### src/rtl/sextans_arith_pkg.sv
// Shared arithmetic helpers for the Sextans MAC pipeline: operand extension,
// signed saturation and the legal pipeline depth range.
package sextans_arith_pkg;

    localparam int MAX_W     = 64;
    localparam int MIN_STAGE = 2;
    localparam int MAX_STAGE = 8;

    function automatic int full_w(input int a_w, input int b_w);
        return a_w + b_w + 1;
    endfunction

    function automatic bit stage_ok(input int n);
        return (n >= MIN_STAGE) && (n <= MAX_STAGE);
    endfunction

    // Low `width` bits of x are the value; upper bits become sign or zero fill.
    function automatic logic [MAX_W-1:0] extend(input logic [MAX_W-1:0] x,
                                                input logic sgn,
                                                input int width);
        logic [MAX_W-1:0] r;
        r = '0;
        for (int i = 0; i < MAX_W; i++) begin
            if (i < width) r[i] = x[i];
            else           r[i] = sgn & x[width-1];
        end
        return r;
    endfunction

    // Treat x as a signed from_w-bit value and clamp into the signed to_w range.
    function automatic logic [MAX_W-1:0] sat_narrow(input logic [MAX_W-1:0] x,
                                                    input int from_w,
                                                    input int to_w);
        logic signed [MAX_W-1:0] v;
        logic signed [MAX_W-1:0] hi;
        logic signed [MAX_W-1:0] lo;
        v          = signed'(extend(x, 1'b1, from_w));
        hi         = '0;
        hi[to_w-1] = 1'b1;
        hi         = hi - MAX_W'(1);
        lo         = ~hi;
        if (v > hi) return hi;
        if (v < lo) return lo;
        return v;
    endfunction

endpackage

### src/rtl/sextans_mac_pipe_if.sv
// Valid/ready bus of the MAC pipeline: an input beat channel and a result channel.
// A beat moves on a channel in every cycle where its valid and ready are both high.
interface sextans_mac_pipe_if #(
    parameter int A_WIDTH = 14,
    parameter int B_WIDTH = 28,
    parameter int P_WIDTH = 32
);
    logic               in_valid;
    logic               in_ready;
    logic [A_WIDTH-1:0] in_a;
    logic [B_WIDTH-1:0] in_b;
    logic               in_first;
    logic               in_last;
    logic               out_valid;
    logic               out_ready;
    logic [P_WIDTH-1:0] out_p;

    modport master (
        output in_valid, in_a, in_b, in_first, in_last, out_ready,
        input  in_ready, out_valid, out_p
    );

    modport slave (
        input  in_valid, in_a, in_b, in_first, in_last, out_ready,
        output in_ready, out_valid, out_p
    );
endinterface

### src/rtl/sextans_mul_core.sv
// Registered exact multiplier: input register stage, then NUM_STAGE-2 product
// registers, all advancing together on i_en so the chain maps onto DSP cascades.
module sextans_mul_core
    import sextans_arith_pkg::*;
#(
    parameter  int A_WIDTH   = 14,
    parameter  int B_WIDTH   = 28,
    parameter  int A_SIGNED  = 0,
    parameter  int B_SIGNED  = 1,
    parameter  int NUM_STAGE = 4,
    localparam int FULL_W    = A_WIDTH + B_WIDTH + 1
) (
    input  logic                     clk,
    input  logic                     i_en,
    input  logic [A_WIDTH-1:0]       i_a,
    input  logic [B_WIDTH-1:0]       i_b,
    output logic signed [FULL_W-1:0] o_prod
);
    logic signed [FULL_W-1:0] r_a;
    logic signed [FULL_W-1:0] r_b;
    logic signed [FULL_W-1:0] w_prod;

    always_ff @(posedge clk) begin
        if (i_en) begin
            r_a <= FULL_W'(extend(MAX_W'(i_a), (A_SIGNED != 0), A_WIDTH));
            r_b <= FULL_W'(extend(MAX_W'(i_b), (B_SIGNED != 0), B_WIDTH));
        end
    end

    // FULL_W bits always hold the exact product, so truncating the multiply loses nothing.
    assign w_prod = r_a * r_b;

    if (NUM_STAGE == 2) begin : g_no_pipe
        assign o_prod = w_prod;
    end else begin : g_pipe
        logic signed [FULL_W-1:0] r_pipe [NUM_STAGE-2];

        always_ff @(posedge clk) begin
            if (i_en) begin
                r_pipe[0] <= w_prod;
                for (int i = 1; i < NUM_STAGE - 2; i++) r_pipe[i] <= r_pipe[i-1];
            end
        end

        assign o_prod = r_pipe[NUM_STAGE-3];
    end
endmodule

### src/rtl/sextans_mac_pipe.sv
// Pipelined multiply / multiply-accumulate with a global stall on result backpressure.
// Owns the valid/flag shift register, the final narrow/accumulate stage and the handshake.
module sextans_mac_pipe
    import sextans_arith_pkg::*;
#(
    parameter int A_WIDTH   = 14,
    parameter int B_WIDTH   = 28,
    parameter int A_SIGNED  = 0,
    parameter int B_SIGNED  = 1,
    parameter int P_WIDTH   = 32,
    parameter int NUM_STAGE = 4,
    parameter int ACC_MODE  = 0,
    parameter int SATURATE  = 0
) (
    input logic               clk,
    input logic               reset,
    sextans_mac_pipe_if.slave bus
);
    localparam int FULL_W = full_w(A_WIDTH, B_WIDTH);
    localparam int LAST   = NUM_STAGE - 2;

    if (!stage_ok(NUM_STAGE)) begin : g_bad_stage
        $error("sextans_mac_pipe: NUM_STAGE must lie in 2..8");
    end
    if ((P_WIDTH > FULL_W) || (FULL_W > MAX_W)) begin : g_bad_width
        $error("sextans_mac_pipe: need P_WIDTH <= A_WIDTH+B_WIDTH+1 <= 64");
    end

    logic                      w_stall;
    logic                      w_en;
    logic                      w_accept;
    logic                      w_emit;
    logic [LAST:0]             r_vld;
    logic [LAST:0]             r_first;
    logic [LAST:0]             r_last;
    logic signed [FULL_W-1:0]  w_prod;
    logic signed [P_WIDTH-1:0] w_narrow;
    logic signed [P_WIDTH:0]   w_sum;
    logic signed [P_WIDTH-1:0] w_acc;
    logic signed [P_WIDTH-1:0] w_next;
    logic signed [P_WIDTH-1:0] r_acc;
    logic signed [P_WIDTH-1:0] r_out_p;
    logic                      r_out_valid;

    assign w_stall      = r_out_valid & ~bus.out_ready;
    assign w_en         = ~w_stall;
    assign w_accept     = bus.in_valid & w_en;
    assign bus.in_ready = w_en;
    assign bus.out_valid = r_out_valid;
    assign bus.out_p     = r_out_p;

    sextans_mul_core #(
        .A_WIDTH  (A_WIDTH),
        .B_WIDTH  (B_WIDTH),
        .A_SIGNED (A_SIGNED),
        .B_SIGNED (B_SIGNED),
        .NUM_STAGE(NUM_STAGE)
    ) u_mul (
        .clk   (clk),
        .i_en  (w_en),
        .i_a   (bus.in_a),
        .i_b   (bus.in_b),
        .o_prod(w_prod)
    );

    // Wrap mode keeps the low bits; saturate mode clamps the product and again after each add.
    assign w_sum = {r_acc[P_WIDTH-1], r_acc} + {w_narrow[P_WIDTH-1], w_narrow};

    always_comb begin
        w_narrow = P_WIDTH'(w_prod);
        w_acc    = w_sum[P_WIDTH-1:0];
        if (SATURATE != 0) begin
            w_narrow = P_WIDTH'(sat_narrow(MAX_W'(w_prod), FULL_W, P_WIDTH));
            w_acc    = P_WIDTH'(sat_narrow(MAX_W'(w_sum), P_WIDTH + 1, P_WIDTH));
        end
        w_next = w_acc;
        if ((ACC_MODE == 0) || r_first[LAST]) w_next = w_narrow;
    end

    assign w_emit = r_vld[LAST] & ((ACC_MODE == 0) | r_last[LAST]);

    always_ff @(posedge clk) begin
        if (reset) begin
            r_vld       <= '0;
            r_first     <= '0;
            r_last      <= '0;
            r_acc       <= '0;
            r_out_p     <= '0;
            r_out_valid <= 1'b0;
        end else if (w_en) begin
            r_vld[0]   <= w_accept;
            r_first[0] <= bus.in_first;
            r_last[0]  <= bus.in_last;
            for (int i = 1; i <= LAST; i++) begin
                r_vld[i]   <= r_vld[i-1];
                r_first[i] <= r_first[i-1];
                r_last[i]  <= r_last[i-1];
            end
            r_out_valid <= w_emit;
            if (r_vld[LAST]) r_acc <= w_next;
            if (w_emit) r_out_p <= w_next;
        end
    end
endmodule

### src/flat_wrapper.sv
// flat-port wrapper written by rule: the top's interface ports become plain ports
module sextans_mac_pipe_flat import sextans_arith_pkg::*;
#(
    parameter int A_WIDTH   = 14,
    parameter int B_WIDTH   = 28,
    parameter int A_SIGNED  = 0,
    parameter int B_SIGNED  = 1,
    parameter int P_WIDTH   = 32,
    parameter int NUM_STAGE = 4,
    parameter int ACC_MODE  = 0,
    parameter int SATURATE  = 0
)
  (clk, reset, bus_in_valid, bus_in_a, bus_in_b, bus_in_first, bus_in_last, bus_out_ready, bus_in_ready, bus_out_valid, bus_out_p);
  sextans_mac_pipe_if #(.A_WIDTH(A_WIDTH), .B_WIDTH(B_WIDTH), .P_WIDTH(P_WIDTH)) bus_i ();
  input logic clk;
  input logic reset;
  input wire logic [$bits(bus_i.in_valid)-1:0] bus_in_valid;
  input wire logic [$bits(bus_i.in_a)-1:0] bus_in_a;
  input wire logic [$bits(bus_i.in_b)-1:0] bus_in_b;
  input wire logic [$bits(bus_i.in_first)-1:0] bus_in_first;
  input wire logic [$bits(bus_i.in_last)-1:0] bus_in_last;
  input wire logic [$bits(bus_i.out_ready)-1:0] bus_out_ready;
  output wire logic [$bits(bus_i.in_ready)-1:0] bus_in_ready;
  output wire logic [$bits(bus_i.out_valid)-1:0] bus_out_valid;
  output wire logic [$bits(bus_i.out_p)-1:0] bus_out_p;
  assign bus_i.in_valid = bus_in_valid;
  assign bus_i.in_a = bus_in_a;
  assign bus_i.in_b = bus_in_b;
  assign bus_i.in_first = bus_in_first;
  assign bus_i.in_last = bus_in_last;
  assign bus_i.out_ready = bus_out_ready;
  assign bus_in_ready = bus_i.in_ready;
  assign bus_out_valid = bus_i.out_valid;
  assign bus_out_p = bus_i.out_p;
  sextans_mac_pipe #(.A_WIDTH(A_WIDTH), .B_WIDTH(B_WIDTH), .A_SIGNED(A_SIGNED), .B_SIGNED(B_SIGNED), .P_WIDTH(P_WIDTH), .NUM_STAGE(NUM_STAGE), .ACC_MODE(ACC_MODE), .SATURATE(SATURATE)) u_core (.clk(clk), .reset(reset), .bus(bus_i));
endmodule
### config.mk
export PLATFORM = sky130hd
export DESIGN_NAME = sextans_mac_pipe_flat
export DESIGN_NICKNAME = d
export VERILOG_FILES = /design/src/rtl/sextans_arith_pkg.sv /design/src/rtl/sextans_mac_pipe_if.sv /design/src/rtl/sextans_mul_core.sv /design/src/rtl/sextans_mac_pipe.sv /design/src/flat_wrapper.sv
export SDC_FILE = /design/constraint.sdc
export NUM_CORES = 1
export LEC_CHECK = 0
export CAP_MARGIN = 30
export CORE_ASPECT_RATIO = 1.25
export CORE_UTILIZATION = 63
export DETAILED_ROUTE_END_ITERATION = 10
export GPL_TIMING_DRIVEN = 1
export PLACE_DENSITY_LB_ADDON = 0.2
export RECOVER_POWER = 100
export SYNTH_ARGS = -nofsm -noshare
export SYNTH_HDL_FRONTEND = slang
export SYNTH_SLANG_ARGS = --single-unit
### constraint.sdc
create_clock -name clk -period 7.5 [get_ports clk]
set_input_delay 1.5 -clock clk [delete_from_list [all_inputs] [get_ports clk]]
set_output_delay 1.5 -clock clk [all_outputs]
set_load 0.005 [all_outputs]
==> results of run 1 <==
flip-flops by register name, summed over array words and instances (netlist names):
signal	cells
u_core.u_mul.r_b	28
u_core.r_vld	3
u_core.bus.out_valid	1
u_core.bus.out_p	32
u_core.u_mul.g_pipe.r_pipe	64
u_core.u_mul.r_a	14
cell families after synthesis:
logic type / after synthesis / share of synthesized area [%]
AND/OR/NAND/NOR: 460 / 15.11
buffers and inverters: 388 / 9.566
adder cells (fa/ha/maj): 347 / 41.77
flip-flops: 142 / 25.57
AO/OA/AOI/OAI: 115 / 5.164
XOR/XNOR: 46 / 2.689
multiplexers: 2 / 0.1312
per-stage QoR:
| step | utilization (%) | worst slack (ps) |
|---|---|---|
| after floorplan | - | 1308 |
| after global placement | 68.70 | 1045 |
| after detailed placement | 69.23 | 1040 |
| after CTS | 71.70 | 987.0 |
| after global routing | 71.38 | 348.1 |
| final | 71.38 | 649.2 |
final timing paths:
kind,to,depth (start not counted),startpoint
worst max-delay path,u_core.u_mul.g_pipe.r_pipe[0][30],18,u_core.u_mul.r_a[0]
worst min-delay path,u_core.u_mul.g_pipe.r_pipe[1][3],0,u_core.u_mul.g_pipe.r_pipe[0][3]
worst max register to register,u_core.u_mul.g_pipe.r_pipe[0][30],18,u_core.u_mul.r_a[0]
worst min register to register,u_core.u_mul.g_pipe.r_pipe[1][3],0,u_core.u_mul.g_pipe.r_pipe[0][3]
critical path, delay by kind of cell (launching register included):
family          cells  cell delay (ps)
flops               1              800
compound gates      6             1840
fa+ha+maj           7             3370
simple gates        1              370
buf+inv             4              210
area by class of cell:
type | instances | area (µm²)
Fill cell | 1730 | 6792
Sequential cell | 142 | 3904
Timing Repair Buffer | 97 | 978.4
Clock buffer | 20 | 479.2
Multi-Input combinational cell | 970 | 9859
Inverter | 320 | 1201
Tap cell | 325 | 406.6
Clock inverter | 12 | 106.4
routing by layer:
metal  share of wire (%)  global-route usage [%]  vias to the layer above
li1                    -                       -                     4594
met1                  38                   33.14                     5079
met2                  52                   52.15                      351
met3                 5.0                   4.719                      113
met4                 4.8                   14.99                        0
met5                   0                       0                        -
placed cells by master (no fill, tap or decap), drive strengths merged, types with 17 or more instances in the layout:
master	synthesis	routed
edfxtp	106	106
nand2	217	217
nor2	17	17
dlygate4sd3	0	77
ha	76	76
and2	206	206
clkbuf	64	24
a21oi	59	59
xnor2	39	39
dfxtp	36	36
inv	320	330
fa	271	271
==> qor.txt, run 1 <==
hold buffer count at cts: 0
largest net degree at the start of global routing: 78
Slew @ Worst Pin: 3858 ps
Core Region: 23730 µm²
global route total overflow: 0
GPL Wtd Cong: 0.8764
worst skew pair latency: 450 ps
Synth area leader: fa_1
vias in the first global route: 11.19k
Post-synth EDFFs: 106
top cells by area, synth: fa_1 36%, edfxtp_1 21%, and2_1 8.4%
count of state elements after synthesis: 142
slowest CP cell: edfxtp_1
drt wl/cell: 17.17 µm
CTS tree: built
post-synth top area share: 35.54%
post_cts resized: 0
RSZ-0062 raised after global routing: false
Max-cap violations: 2
worst hold path class: reg2reg
Setup crit end kind: flop
fin crit period: 6851 ps
Yosys cell types: 54
cts bufs inserted: 17
CP Data Required Time: 7710 ps
top post-synthesis cells by count: 320 x inv_1, 271 x fa_1, 217 x nand2_1
Die ar.: 24860 µm²
Critical Path AT: 7060 ps
WL final: 32380 µm
CP startpoint kind: flop
skew final: 17.42 ps
Synth Net Count: 1895
status: finished, violations left
Final setup viols: 0
fmax: 146.0 MHz
mapped cell area: 15260 µm²
# DRC: 0
root buf cell: clkbuf_16
ys async rst share: 0%
clk sink count: 142
antenna fix cells: 0
setup TNS: 0 ps
fin crit share: 91.34%
Ports: 82
CP Cell Sequence: and2_1 > fa_1 > inv_1 > fa_1 > inv_1 > fa_1 > fa_1 > fa_1 > inv_1 > fa_1 > inv_1 > ha_1 > a21oi_1 > o21ai_0 > a211o_1 > o21ai_0 > o32ai_2 > a31o_1
IO Port Bufs: 79
R2R setup slack: 650 ps
Max Slew Vio Count: 114
Slew HR: -157.2%
post-synthesis area per instance: 10.18 µm²
DRT iter0 DRCs: 556
Die W: 141.2 µm
biggest cell delay along the critical path: 800 ps
first-pass GRT wire length: 54040 µm
vias per inst: 5.375
critical path class: reg2reg
total global-route track usage: 28.96%
WHS: 417.0 ps
starting density of the core: 64.34%
Setup Buffers After CTS: 0
# rows: 63
clock slew seen by the registers of the worst setup and hold paths: 80 ps
finished layout cell area: 16940 µm²
htree depth: 4
initial antenna violation count: 0
Gate Count Post-Synth: 1500
Crit Path Max Fanout: 20
Initial DRT Pass Iterations: 5
Final ANT Viol Nets: 0
Syn-to-layout area delta: 10.94%
fin nets: 1943
DP Wirelength: 24910 µm
final cell count without fillers: 1886
Max clock buf depth: 2
top-count cell post-synth: inv_1
Seq/Total Area, Yosys: 25.57%
cell count after placement: 1853
die height: 176.0 µm
Vias: 10.14k
share of cells above drive strength 1: 3.844%
failing checks: capacitance limit, slew limit
cell area after placement: 16430 µm²
Synthesis Warnings: 0
crit-path most repeated cell: fa_1
Final Hold Viols: 0
Synth Flop Type: edfxtp_1
Power of run 1 is left out: the tool's default activity adds up to more than one toggle a clock period on the data nets, which glitch-free logic cannot reach.
==> run 2: changes to the inputs <==
- SETUP_SLACK_MARGIN: not set -> 0.5
==> results of run 2 <==
Same layout as run 1: the final DEF is identical, and so are final timing and power.
Power of run 2 is left out for the same reason.
==> run 3: changes to the inputs <==
--- a/config.mk
+++ b/config.mk
@@ -8,5 +8,5 @@
 export CAP_MARGIN = 30
 export CORE_ASPECT_RATIO = 1.25
-export CORE_UTILIZATION = 63
+export CORE_UTILIZATION = 40
 export DETAILED_ROUTE_END_ITERATION = 10
 export GPL_TIMING_DRIVEN = 1
==> constraint.sdc (replaced) <==
create_clock -name clk -period 7.5 [get_ports clk]
set_input_delay 1.5 -clock clk [delete_from_list [all_inputs] [get_ports clk]]
set_output_delay 1.5 -clock clk [all_outputs]
set_load 0.05 [all_outputs]
==> run 3 against run 2 <==
  * The flow still finishes with violations (capacitance limit, slew limit)
  * Non-clock buffer count fell by 3
  * Final cell count rose by 8.4%
  * Final area rose by 0.63%
  * Utilization fell by 26 points
  * Clock-buffer cell count fell by 3
  * Global-route usage fell by 9.9 points
  * Worst hold slack got worse by 2.1 ps
  * Sequential share of layout area fell by 0.14 points
  * Critical path depth rose by 1
  * Critical path type unchanged
  * Highest routed layer unchanged
==> qor.txt, run 3 (synthesis results as in run 1) <==
status: finished, violations left
failing checks: capacitance limit, slew limit
Critical Path AT: 6910 ps
largest net degree at the start of global routing: 60
commonest non-fill, non-tap cell in the layout: inv_1
IO Port Bufs: 79
Place WS: 1017 ps
CTS tree: built
setup TNS: 0 ps
share of cells above drive strength 1: 3.530%
root buf cell: clkbuf_16
initial antenna violation count: 1
die height: 220.4 µm
# rows: 79
critical path class: reg2reg
Final ANT Viol Nets: 0
Vias: 9914
RSZ-0062 raised after global routing: false
Max Slew Vio Count: 149
total global-route track usage: 19.03%
cts bufs inserted: 17
Metal-1 WL: 14980 µm
Storage cell area: 3904 µm²
starting density of the core: 40.75%
Die ar.: 38950 µm²
met2 routed WL: 16760 µm
Slew @ Worst Pin: 3043 ps
Max clock buf depth: 2
Setup Buffers After CTS: 0
# DRC: 0
clock slew seen by the registers of the worst setup and hold paths: 70 ps
post_cts resized: 0
CP startpoint kind: flop
WL final: 33680 µm
DP Wirelength: 25960 µm
max reg flops: 64
slowest CP cell: edfxtp_1
CP Data Required Time: 7700 ps
fin crit share: 89.56%
WHS: 414.9 ps
antenna fix cells: 0
Syn-to-layout area delta: 11.64%
Fill cells: 3587
fmax: 148.9 MHz
top sig layer: met4
most frequent cells in the layout: 320 x inv_1, 271 x fa_1, 217 x nand2_1
area occupied by multi-input gates: 9854 µm²
cell area after placement: 16580 µm²
skew final: 17.64 ps
Core Region: 37460 µm²
Biggest register: u_core.u_mul.g_pipe.r_pipe
biggest cell delay along the critical path: 690 ps
finished layout cell area: 17040 µm²
Final setup viols: 0
Max-cap violations: 3
vias in the first global route: 10.84k
htree depth: 4
worst skew pair latency: 450 ps
Slew HR: -102.9%
Crit Path Max Fanout: 15
Setup crit end kind: flop
clk sink count: 142
drt wl/cell: 16.48 µm
GPL Wtd Cong: 0.8069
setup ws final: 782.9 ps
Die W: 176.7 µm
CP Cell Sequence: buf_4 > and2_1 > fa_1 > inv_1 > fa_1 > inv_1 > fa_1 > fa_1 > fa_1 > inv_1 > fa_1 > inv_1 > ha_1 > a21oi_1 > o21ai_0 > a211o_1 > o21ai_0 > o32ai_2 > a31o_1
DRT iter0 DRCs: 378
first-pass GRT wire length: 56450 µm
fin crit period: 6717 ps
Ports: 82
vias per inst: 4.850
crit-path most repeated cell: fa_1
Initial DRT Pass Iterations: 5
hold buffer count at cts: 0
global route total overflow: 0
fin nets: 1940
metal3 WL: 1185 µm
worst hold path class: reg2reg
Final Hold Viols: 0
## run 3: cell types whose count changed in the layout (fill, tap and decap cells not counted), sizes merged
cell,delta
buf,-5
clkinvlp,-1
clkbuf,-1
clkdlybuf4s50,-1
dlygate4sd3,+1
clkinv,+4
## run 3: layout make-up
| type | count | share of cell area [%] |
|---|---|---|
| flip-flops and latches | 142 | 22.91 |
| repair buffers | 94 | 5.404 |
| inverters | 320 | 7.048 |
| well taps | 486 | 3.568 |
| multi-input cells | 970 | 57.83 |
| clock buffers | 17 | 2.496 |
| clock inverters | 15 | 0.7489 |
## run 3: worst paths after layout
| check | startpoint | endpoint | slack, ps | cells past startpoint |
|---|---|---|---|---|
| hold reg to reg | u_core.u_mul.g_pipe.r_pipe[0][26] | u_core.u_mul.g_pipe.r_pipe[1][26] | 410 | 0 |
| setup / recovery | u_core.u_mul.r_a[3] | u_core.u_mul.g_pipe.r_pipe[0][30] | 780 | 19 |
| setup reg to reg | u_core.u_mul.r_a[3] | u_core.u_mul.g_pipe.r_pipe[0][30] | 780 | 19 |
| hold / removal | u_core.u_mul.g_pipe.r_pipe[0][26] | u_core.u_mul.g_pipe.r_pipe[1][26] | 410 | 0 |
## run 3: critical path: cells and delay by family (launching register included)
kind | cells | cell delay (ps)
compound gates | 6 | 1690
fa+ha+maj | 7 | 3330
buf+inv | 5 | 560
simple gates | 1 | 200
flops | 1 | 690
## run 3: metal layers
layer	global-route usage, %	vias to the layer above
met4	5.977	0
met3	2.818	44
met1	24.29	5084
met5	0	-
met2	33.16	205
li1	-	4581
## run 3: per-stage QoR
step	cells	util, %
after floorplan	1500	-
after global placement	2009	44.05
after detailed placement	2012	44.27
after CTS	2044	45.75
after global routing	2044	45.49
final	2044	45.49
Power of run 3 is left out for the same reason.
